<file path="config.mk">
export PLATFORM = sky130hd
export DESIGN_NAME = mips_multicycle_core_flat
export DESIGN_NICKNAME = d
export VERILOG_FILES = /design/src/rtl/mips_multicycle_core_if.sv /design/src/rtl/mips_multicycle_core.sv /design/src/flat_wrapper.sv
export SDC_FILE = /design/constraint.sdc
export NUM_CORES = 2
export LEC_CHECK = 0
export CORE_AREA = 2 2 367 369
export CTS_CLUSTER_SIZE = 20
export DETAILED_ROUTE_END_ITERATION = 16
export DIE_AREA = 0 0 369 371
export HOLD_SLACK_MARGIN = 0.15
export PLACE_DENSITY = 0.7
export SETUP_SLACK_MARGIN = 0.05
export SLEW_MARGIN = 30
export SYNTH_ARGS = -nofsm -noshare
export SYNTH_HDL_FRONTEND = slang
export SYNTH_SLANG_ARGS = --single-unit
</file>
<file path="constraint.sdc">
create_clock -name clk -period 80.5 [get_ports clk]
set_clock_uncertainty 0.1 [all_clocks]
set_input_delay 8.05 -clock clk [delete_from_list [all_inputs] [get_ports clk]]
set_output_delay 8.05 -clock clk [all_outputs]
set_load 0.02 [all_outputs]
</file>
<file path="src/rtl/mips_multicycle_core_if.sv">
// Unified memory port of the multi-cycle core: registered request, req/ready handshake.
interface mips_multicycle_core_if #(
    parameter int unsigned ADDR_W = 32
);
    logic              mem_req;
    logic              mem_we;
    logic [ADDR_W-1:0] mem_addr;
    logic [31:0]       mem_wdata;
    logic [31:0]       mem_rdata;
    logic              mem_ready;

    modport master (
        output mem_req, mem_we, mem_addr, mem_wdata,
        input  mem_rdata, mem_ready
    );

    modport slave (
        input  mem_req, mem_we, mem_addr, mem_wdata,
        output mem_rdata, mem_ready
    );
endinterface

</file>
<file path="src/rtl/mips_multicycle_core.sv">
// Multi-cycle MIPS-I subset core: FETCH/DECODE/EXEC/MEM/WB over one ALU and one memory port,
// with alignment/illegal-opcode trap and a per-instruction retire pulse.
module mips_multicycle_core #(
    parameter logic [31:0] RESET_PC     = 32'h0000_0000,
    parameter int unsigned ADDR_W       = 32,
    parameter bit          STRICT_ALIGN = 1'b1
) (
    input  logic                   clk,
    input  logic                   rst,
    mips_multicycle_core_if.master mem,
    output logic [31:0]            pc_out,
    output logic                   retire,
    output logic                   trap
);
    localparam logic [5:0] OP_RTYPE = 6'h00, OP_J  = 6'h02, OP_JAL = 6'h03, OP_BEQ = 6'h04;
    localparam logic [5:0] OP_BNE   = 6'h05, OP_ADDI = 6'h08, OP_LW = 6'h23, OP_SW  = 6'h2B;
    localparam logic [5:0] FN_JR  = 6'h08, FN_ADD = 6'h20, FN_SUB = 6'h22;
    localparam logic [5:0] FN_AND = 6'h24, FN_OR  = 6'h25, FN_SLT = 6'h2A;

    typedef enum logic [2:0] {S_FETCH, S_DECODE, S_EXEC, S_MEM, S_WB, S_TRAP} state_t;

    state_t            state_q, state_d;
    logic [31:0]       pc_q, pc_d, ir_q, ir_d, a_q, a_d, b_q, b_d, alu_q, alu_d;
    logic              req_q, req_d, we_q, we_d, retire_q, retire_d, trap_q, trap_d;
    logic [ADDR_W-1:0] addr_q, addr_d;
    logic [31:0]       wdata_q, wdata_d;
    logic [31:0]       gpr_q [32];

    logic              rf_we;
    logic [4:0]        rf_waddr;
    logic [31:0]       rf_wdata;
    logic              fetch_go;
    logic [31:0]       fetch_pc;

    logic [5:0]  op, funct;
    logic [4:0]  rs, rt, rd;
    logic [31:0] simm, alu_b, alu_y, br_target;
    logic        legal;

    assign op        = ir_q[31:26];
    assign rs        = ir_q[25:21];
    assign rt        = ir_q[20:16];
    assign rd        = ir_q[15:11];
    assign funct     = ir_q[5:0];
    assign simm      = {{16{ir_q[15]}}, ir_q[15:0]};
    assign br_target = pc_q + {simm[29:0], 2'b00};

    function automatic logic misaligned(input logic [31:0] a);
        return STRICT_ALIGN && (a[1:0] != 2'b00);
    endfunction

    function automatic logic [ADDR_W-1:0] to_addr(input logic [31:0] a);
        logic [31:0] w;
        w = a & ~32'h3;
        return w[ADDR_W-1:0];
    endfunction

    always_comb begin
        legal = 1'b0;
        case (op)
            OP_RTYPE: begin
                case (funct)
                    FN_JR, FN_ADD, FN_SUB, FN_AND, FN_OR, FN_SLT: legal = 1'b1;
                    default:                                      legal = 1'b0;
                endcase
            end
            OP_J, OP_JAL, OP_BEQ, OP_BNE, OP_ADDI, OP_LW, OP_SW: legal = 1'b1;
            default:                                             legal = 1'b0;
        endcase
    end

    // Single ALU: branches compare by subtraction, loads/stores/addi add the sign-extended immediate.
    always_comb begin
        alu_b = (op == OP_RTYPE || op == OP_BEQ || op == OP_BNE) ? b_q : simm;
        alu_y = a_q + alu_b;
        if (op == OP_BEQ || op == OP_BNE) begin
            alu_y = a_q - alu_b;
        end else if (op == OP_RTYPE) begin
            case (funct)
                FN_SUB:  alu_y = a_q - alu_b;
                FN_AND:  alu_y = a_q & alu_b;
                FN_OR:   alu_y = a_q | alu_b;
                FN_SLT:  alu_y = {31'd0, $signed(a_q) < $signed(alu_b)};
                default: alu_y = a_q + alu_b;
            endcase
        end
    end

    always_comb begin
        state_d  = state_q;
        pc_d     = pc_q;
        ir_d     = ir_q;
        a_d      = a_q;
        b_d      = b_q;
        alu_d    = alu_q;
        req_d    = req_q;
        we_d     = we_q;
        addr_d   = addr_q;
        wdata_d  = wdata_q;
        retire_d = 1'b0;
        trap_d   = trap_q;
        rf_we    = 1'b0;
        rf_waddr = '0;
        rf_wdata = '0;
        fetch_go = 1'b0;
        fetch_pc = pc_q;
        case (state_q)
            S_FETCH: begin
                if (req_q) begin
                    if (mem.mem_ready) begin
                        ir_d    = mem.mem_rdata;
                        pc_d    = pc_q + 32'd4;
                        req_d   = 1'b0;
                        state_d = S_DECODE;
                    end
                end else if (misaligned(pc_q)) begin
                    state_d = S_TRAP;
                end else begin
                    req_d  = 1'b1;
                    we_d   = 1'b0;
                    addr_d = to_addr(pc_q);
                end
            end
            S_DECODE: begin
                a_d = gpr_q[rs];
                b_d = gpr_q[rt];
                if (!legal) begin
                    state_d = S_TRAP;
                end else if (op == OP_J || op == OP_JAL) begin
                    fetch_go = 1'b1;
                    fetch_pc = {pc_q[31:28], ir_q[25:0], 2'b00};
                    if (op == OP_JAL) begin
                        rf_we    = 1'b1;
                        rf_waddr = 5'd31;
                        rf_wdata = pc_q;
                    end
                end else if (op == OP_RTYPE && funct == FN_JR) begin
                    fetch_go = 1'b1;
                    fetch_pc = gpr_q[rs];
                end else begin
                    state_d = S_EXEC;
                end
            end
            S_EXEC: begin
                if (op == OP_BEQ || op == OP_BNE) begin
                    fetch_go = 1'b1;
                    if ((alu_y == 32'd0) ^ (op == OP_BNE)) fetch_pc = br_target;
                end else if (op == OP_LW || op == OP_SW) begin
                    if (misaligned(alu_y)) begin
                        state_d = S_TRAP;
                    end else begin
                        req_d   = 1'b1;
                        we_d    = (op == OP_SW);
                        addr_d  = to_addr(alu_y);
                        wdata_d = b_q;
                        state_d = S_MEM;
                    end
                end else begin
                    alu_d   = alu_y;
                    state_d = S_WB;
                end
            end
            S_MEM: begin
                if (mem.mem_ready) begin
                    req_d = 1'b0;
                    if (we_q) begin
                        fetch_go = 1'b1;
                    end else begin
                        alu_d   = mem.mem_rdata;
                        state_d = S_WB;
                    end
                end
            end
            S_WB: begin
                rf_we    = 1'b1;
                rf_waddr = (op == OP_RTYPE) ? rd : rt;
                rf_wdata = alu_q;
                fetch_go = 1'b1;
            end
            S_TRAP:  ;
            default: state_d = S_TRAP;
        endcase
        // The final state pre-issues the next fetch so a zero-wait FETCH costs one cycle.
        if (fetch_go) begin
            state_d  = S_FETCH;
            pc_d     = fetch_pc;
            retire_d = 1'b1;
            if (misaligned(fetch_pc)) begin
                req_d = 1'b0;
            end else begin
                req_d  = 1'b1;
                we_d   = 1'b0;
                addr_d = to_addr(fetch_pc);
            end
        end
        if (state_d == S_TRAP) begin
            req_d  = 1'b0;
            we_d   = 1'b0;
            trap_d = 1'b1;
        end
    end

    always_ff @(posedge clk or posedge rst) begin
        if (rst) begin
            state_q  <= S_FETCH;
            pc_q     <= RESET_PC;
            ir_q     <= '0;
            a_q      <= '0;
            b_q      <= '0;
            alu_q    <= '0;
            req_q    <= 1'b0;
            we_q     <= 1'b0;
            addr_q   <= '0;
            wdata_q  <= '0;
            retire_q <= 1'b0;
            trap_q   <= 1'b0;
            for (int unsigned i = 0; i < 32; i++) gpr_q[i] <= '0;
        end else begin
            state_q  <= state_d;
            pc_q     <= pc_d;
            ir_q     <= ir_d;
            a_q      <= a_d;
            b_q      <= b_d;
            alu_q    <= alu_d;
            req_q    <= req_d;
            we_q     <= we_d;
            addr_q   <= addr_d;
            wdata_q  <= wdata_d;
            retire_q <= retire_d;
            trap_q   <= trap_d;
            if (rf_we && rf_waddr != 5'd0) gpr_q[rf_waddr] <= rf_wdata;
        end
    end

    assign mem.mem_req   = req_q;
    assign mem.mem_we    = we_q;
    assign mem.mem_addr  = addr_q;
    assign mem.mem_wdata = wdata_q;
    assign pc_out        = pc_q;
    assign retire        = retire_q;
    assign trap          = trap_q;
endmodule
</file>
<file path="src/flat_wrapper.sv">
// flat-port wrapper written by rule: the top's interface ports become plain ports
module mips_multicycle_core_flat 
#(
    parameter logic [31:0] RESET_PC     = 32'h0000_0000,
    parameter int unsigned ADDR_W       = 32,
    parameter bit          STRICT_ALIGN = 1'b1
)
  (clk, rst, pc_out, retire, trap, mem_mem_req, mem_mem_we, mem_mem_addr, mem_mem_wdata, mem_mem_rdata, mem_mem_ready);
  mips_multicycle_core_if #(.ADDR_W(ADDR_W)) mem_i ();
  input  logic clk;
  input  logic rst;
  output logic [31:0] pc_out;
  output logic retire;
  output logic trap;
  output wire logic [$bits(mem_i.mem_req)-1:0] mem_mem_req;
  output wire logic [$bits(mem_i.mem_we)-1:0] mem_mem_we;
  output wire logic [$bits(mem_i.mem_addr)-1:0] mem_mem_addr;
  output wire logic [$bits(mem_i.mem_wdata)-1:0] mem_mem_wdata;
  input wire logic [$bits(mem_i.mem_rdata)-1:0] mem_mem_rdata;
  input wire logic [$bits(mem_i.mem_ready)-1:0] mem_mem_ready;
  assign mem_mem_req = mem_i.mem_req;
  assign mem_mem_we = mem_i.mem_we;
  assign mem_mem_addr = mem_i.mem_addr;
  assign mem_mem_wdata = mem_i.mem_wdata;
  assign mem_i.mem_rdata = mem_mem_rdata;
  assign mem_i.mem_ready = mem_mem_ready;
  mips_multicycle_core #(.RESET_PC(RESET_PC), .ADDR_W(ADDR_W), .STRICT_ALIGN(STRICT_ALIGN)) u_core (.clk(clk), .rst(rst), .mem(mem_i), .pc_out(pc_out), .retire(retire), .trap(trap));
endmodule
</file>
* Word-level counts from Yosys, hierarchy flattened
Cells that the tools add are included.
Storage, ports and cells: bits in registers 1255, input bits 35, output and inout bits 100, logic and storage cells 208
Operators by class: add/sub/neg operators 4, magnitude comparators 5, equality and inequality tests 27, mux-type cells 92, bitwise logic cells 8, reductions and logical operators 28
Operators with widths (count):
- 1024-bit bitwise mux | 1
- 32-bit two-way mux | 31
- 32-bit binary-select mux with 5-bit select | 2
- 32-bit one-hot mux with 2 select lines | 4
- 32-bit demux with 5-bit select | 1
- 32-bit one-hot mux with 4 select lines | 1
- 32-bit adder | 2
- 6-bit == test (second input constant) | 7
- 3-bit two-way mux | 12
- 32-bit by 3-bit adder with 32-bit output (second input constant) | 1
- 32-bit bitwise AND | 1
- 32-bit logical NOT | 1
- 32-bit < comparator | 1
- 32-bit bitwise OR | 1
- 32-bit subtractor | 1
- 1-bit two-way mux | 29
- 5-bit two-way mux | 4
- 6-bit >= comparator (second input constant) | 3
- 5-bit NOT with 6-bit output | 3
- 3-bit one-hot mux with 5 select lines | 1
- 2-bit nonzero test | 7
- 6-bit by 2-bit == test with 1-bit output (second input constant) | 2
- 6-bit by 3-bit == test with 1-bit output (second input constant) | 2
- 6-bit by 4-bit == test with 1-bit output (second input constant) | 2
- 25 further kinds | 44

* Longest topological paths before layout
depth in word-level cells 17, gate-level depth with buffers 28, gate-level depth less buffers 20

* Worst setup path before layout
OpenSTA, ideal clock, no wires.
kind input-to-reg, from input port mem_mem_ready, to register u_core.pc_q[31], in the netlist u_core.pc_out[31], library setup time 0.127 ns, arrival 10.287 ns, required time 80.273 ns, setup slack 69.986 ns, stages 14, buffers on the path 1, path through nand2_1 -> nor2_1 -> clkbuf_1 -> nand4_1 -> nor2_1 -> and3_1 -> and3_1 -> and2_1 -> nand4_1 -> nor2_1 -> nand3_1 -> o211ai_1 -> o311a_1 -> o21ai_0
On the way: longest elaborated chain between the ends 4, elaborated cells between the ends (all ways) 7, those cells by class mux: 3; reduce/logical: 4
RTL lines:
- from (decl) | RTL line flat_wrapper.sv:20 | input wire logic [$bits(mem_i.mem_ready)-1:0] mem_mem_ready;
- 1-bit two-way mux | RTL line mips_multicycle_core.sv:164 | if (mem.mem_ready) begin
- 1-bit one-hot mux with 4 select lines | RTL line mips_multicycle_core.sv:107 | case (state_q)
- 2-bit nonzero test (no line)
- 3-bit AND reduction (no line)
- to (signal assigned) | RTL line mips_multicycle_core.sv:220 | pc_q <= pc_d;
- to (decl) | RTL line mips_multicycle_core.sv:23 | logic [31:0] pc_q, pc_d, ir_q, ir_d, a_q, a_d, b_q, b_d, alu_q, alu_d;
Several ways; a longest one is shown, not always the timed one. A chain may end at the register's enable or synchronous reset.

==> flow_metrics.py <==
metrics = {
    "cts": {
        "cts-buffers-inserted": 132,
        "worstSkewPairLatency_ns": 0.79,
        "h-tree-depth": 4,
        "tritoncts": "built",
        "post_cts.repair.setup_buffers": 0,
        "cts_resized": 0,
        "ctsRootBufferMaster": "sky130_fd_sc_hd__clkbuf_16",
        "cts_max_path_buffers": 3,
        "cts_hold_buffers": 0,
        "path_clk_slew_ns": 0.06,
        "clock-sinks": 1255,
    },
    "worst_setup_path": {
        "cp_data_required_time_ns": 81.24,
        "worst-setup-path-type": "in2async",
        "crit_fanout": 153,
        "kind_of_end_point_of_the_critical_path": "async pin",
        "timing.critical_path.slowest_stage_cell": "sky130_fd_sc_hd__buf_4",
        "crit_arrival_ns": 12.40,
        "crit_chain": "clkdlybuf4s50_1, inv_8, buf_12, buf_4, buf_12, buf_16, buf_6",
        "critical_path.startpoint_type": "input pin",
        "max_stage_delay_ns": 0.78,
        "path_common_cell": "sky130_fd_sc_hd__buf_12",
        "setup.reg_to_reg.worst_slack_ns": 71.39,
    },
    "pwr": {
        "share_clk_of_total_power_pct": 22.0,
        "switching_share_of_total_power_pct": 43.5,
        "power_leakage_nw": 33.1,
        "p_int_mw": 1.63,
        "report.power.total_mw": 2.88,
        "p_sw_mw": 1.25,
        "comb_power_share_pct": 47.6,
        "p_per_area_nw_per_um2": 36.5,
        "vdd.ir_drop.worst_v": 0.0000252,
        "power.sequential.fraction_pct": 30.5,
    },
    "sta": {
        "timing.slew.headroom_pct": 21.8,
        "fmax_mhz": 85.8,
        "grt_setup_unrepaired": "false",
        "setup_violations": 0,
        "worstMarginPinSlew_ns": 1.14,
        "post-route-min-period_ns": 11.66,
        "final.setup.tns_ns": 0,
        "finalHoldViolations": 0,
        "slew_violations": 0,
        "post-route-period-util_pct": 14.5,
        "final_critical_path_setup_slack_ns": 68.84,
    },
    "global_route": {
        "antenna_found_initial": 5,
        "grt.overflow.total": 0,
        "global_route_wire_length_before_repair_mm": 371,
        "grt_pass1_vias": 57000,
        "grt_resource_usage_total_pct": 36.6,
        "maximum_number_of_pins_on_one_net_before_global_route_repair": 183,
    },
    "route": {
        "post-route-drc-count": 0,
        "met2WireLength_mm": 113,
        "drt.antenna.violating_nets": 0,
        "post_drt_wl_per_cell_um": 29.2,
        "violation_count_after_the_first_detailed_route_iteration": 7477,
        "routed-wl-met3_mm": 24.8,
        "drt-pass1-iter-count": 8,
        "routed_via_density": 6.85,
        "top_routing_layer_in_use": "met5",
        "vias": 58200,
        "wirelength_met1_mm": 94.9,
        "routed_wl_mm": 248,
    },
    "logic_synthesis": {
        "synthDistinctLibCells": 98,
        "synth-seq-cells": 1255,
        "post-synth-top-area-fraction_pct": 44.0,
        "ys_top_cells_by_count": "sky130_fd_sc_hd__dfrtp_1, sky130_fd_sc_hd__nand2_1, sky130_fd_sc_hd__o21ai_0",
        "ys.flop_type": "sky130_fd_sc_hd__dfrtp_1",
        "postSynth.asyncResetShare_pct": 100,
        "syn_avg_cell_area_um2": 10.4,
        "post_synth_edffs": 0,
        "synth_nets": 7042,
        "post_synth_inst_count": 6878,
        "synth_most_common_cell": "sky130_fd_sc_hd__dfrtp_1",
        "mappedNetlistArea_um2": 71400,
        "post_synth_main_area_contributors": "sky130_fd_sc_hd__dfrtp_1, sky130_fd_sc_hd__mux4_2, sky130_fd_sc_hd__nand2_1",
        "register_area_share_after_synthesis_pct": 44.0,
        "synthDominantAreaCellType": "sky130_fd_sc_hd__dfrtp_1",
        "synth-warning-count": 0,
    },
    "place": {
        "place.detailed.instances": 8261,
        "detailedPlace.worstSlack_ns": 67.68,
        "gp_congestion": 1.03,
        "post-dp-hpwl_mm": 155,
        "portBuffers": 134,
    },
    "final_layout": {
        "final_layout_size_suffix_gt1_share_pct": 17.1,
        "multi_input_comb_area_um2": 37700,
        "fillerInstances": 10700,
        "final_nets": 6798,
        "register_area_um2": 31400,
        "layout.cells.non_filler": 8498,
        "syn_to_final_growth_pct": 10.6,
    },
    "floorplanning": {
        "die_area_um2": 137000,
        "core_um2": 133000,
        "fp.dieW_um": 369,
        "fp-row-count": 134,
        "pin_count": 135,
        "start_util_pct": 53.8,
        "floorplan.die.height_um": 371,
    },
    "hold_path": {
        "worst_hold_path_type": "reg2reg",
    },
    "job": {
        "timing.max_cap.violations": 0,
    },
    "run_status": {
        "run_status": "finished, final reports clean",
    },
}
==> cells by family (layout without fill, tap and decap cells) <==
family	Yosys count	count (layout)	synth area share (%)
and+or+nand+nor	2044	2044	11.9
AOI/OAI and AO/OA	1875	1875	15.3
DFF	1255	1255	44.0
buffers and inverters	777	628	4.14
muxes	749	749	21.8
adders and majority gates	129	129	2.29
xor gates and xnor gates	49	49	0.601
other	0	1	0
==> state kept, by name (all words and copies together) (netlist names), 3 cells and up <==
register and cells:
u_core.state_q 3, u_core.pc_out 32, u_core.b_q 32, u_core.alu_q 32, u_core.ir_q 32, u_core.mem.mem_addr 32
u_core.gpr_q 1024, u_core.a_q 32, u_core.mem.mem_wdata 32
==> power by group through the flow <==
stage / registers, mW / clock network (mW) / logic [mW]
2_1_floorplan: 0.822 / 0 / 0.935
3_3_place_gp: 0.874 / 0 / 1.31
3_5_place_dp: 0.880 / 0 / 1.33
4_1_cts: 0.870 / 0.637 / 1.33
5_1_grt: 0.887 / 0.662 / 1.45
6_report: 0.878 / 0.633 / 1.37
==> cell usage in the layout, fill, tap and decap left out, types with 15 or more instances in the layout <==
cell type / synthesis / final
sky130_fd_sc_hd__dfrtp_1: 1255 / 1244
sky130_fd_sc_hd__nor2b_1: 23 / 22
sky130_fd_sc_hd__a22oi_2: 0 / 17
sky130_fd_sc_hd__ha_1: 126 / 126
sky130_fd_sc_hd__a221o_1: 21 / 21
sky130_fd_sc_hd__xnor2_1: 37 / 37
sky130_fd_sc_hd__o211ai_1: 36 / 36
sky130_fd_sc_hd__o221ai_1: 15 / 15
sky130_fd_sc_hd__nand2_1: 1111 / 1093
sky130_fd_sc_hd__nand4_1: 22 / 22
sky130_fd_sc_hd__a211o_1: 17 / 17
sky130_fd_sc_hd__nor2_1: 587 / 572
sky130_fd_sc_hd__a211oi_1: 39 / 39
sky130_fd_sc_hd__inv_1: 114 / 113
sky130_fd_sc_hd__and2_1: 23 / 22
sky130_fd_sc_hd__buf_4: 1 / 117
sky130_fd_sc_hd__mux2i_1: 91 / 81
sky130_fd_sc_hd__a221oi_1: 18 / 18
sky130_fd_sc_hd__nand3_1: 83 / 81
sky130_fd_sc_hd__clkdlybuf4s50_1: 0 / 134
sky130_fd_sc_hd__nor3_1: 51 / 44
sky130_fd_sc_hd__nand2b_1: 24 / 23
sky130_fd_sc_hd__mux2_2: 16 / 16
sky130_fd_sc_hd__a31oi_1: 43 / 42
sky130_fd_sc_hd__buf_6: 1 / 19
sky130_fd_sc_hd__o21ai_0: 831 / 830
sky130_fd_sc_hd__clkbuf_1: 533 / 22
sky130_fd_sc_hd__a21oi_1: 549 / 547
sky130_fd_sc_hd__a22oi_1: 60 / 43
sky130_fd_sc_hd__o22ai_1: 16 / 16
sky130_fd_sc_hd__and3_1: 32 / 30
sky130_fd_sc_hd__mux4_2: 640 / 640
sky130_fd_sc_hd__o31ai_1: 17 / 17
sky130_fd_sc_hd__clkbuf_16: 0 / 137
sky130_fd_sc_hd__clkbuf_8: 0 / 24
sky130_fd_sc_hd__a21o_1: 50 / 50
sky130_fd_sc_hd__clkinv_2: 0 / 19
==> final timing paths <==
path                                    from  cells past startpoint                 endpoint
setup / recovery                         rst                      7        u_core.gpr_q[379]
hold / removal             u_core.gpr_q[994]                      0        u_core.gpr_q[994]
setup reg to reg             u_core.ir_q[27]                     21  u_core.mem.mem_addr[15]
hold reg to reg            u_core.gpr_q[994]                      0        u_core.gpr_q[994]
max in group clk               mem_mem_ready                     14        u_core.pc_out[30]
min in group asynchronous                rst                      2        u_core.gpr_q[197]
==> metal layers <==
metal / vias to the layer above / track usage, %
li1: 24600 / -
met5: - / 0
met4: 6 / 21.7
met3: 843 / 7.90
met1: 29300 / 48.9
met2: 3508 / 55.5
==> area by class of cell <==
| type | count | share of cell area [%] |
|---|---|---|
| Antenna cell | 1 | 0.00317 |
| Clock buffer | 183 | 4.86 |
| Clock inverter | 46 | 0.761 |
| Inverter | 114 | 0.551 |
| Multi-Input combinational cell | 4846 | 47.7 |
| Sequential cell | 1255 | 39.8 |
| Tap cell | 1768 | 2.80 |
| Timing Repair Buffer | 285 | 3.48 |
==> critical path, delay by kind of cell <==
family / cells / cell delay [ns]
buffers and inverters: 7 / 3.87
==> metrics by stage <==
step	utilization, %	cell area [µm²]	hold slack, ns
6_report	59.5	79000	0.296
5_1_grt	59.5	79000	0.310
4_1_cts	59.3	78700	0.297
3_5_place_dp	55.9	74200	0.283
3_3_place_gp	55.8	74000	0.276
2_1_floorplan	-	71400	0.341
Power figures use the tool's default switching activity.
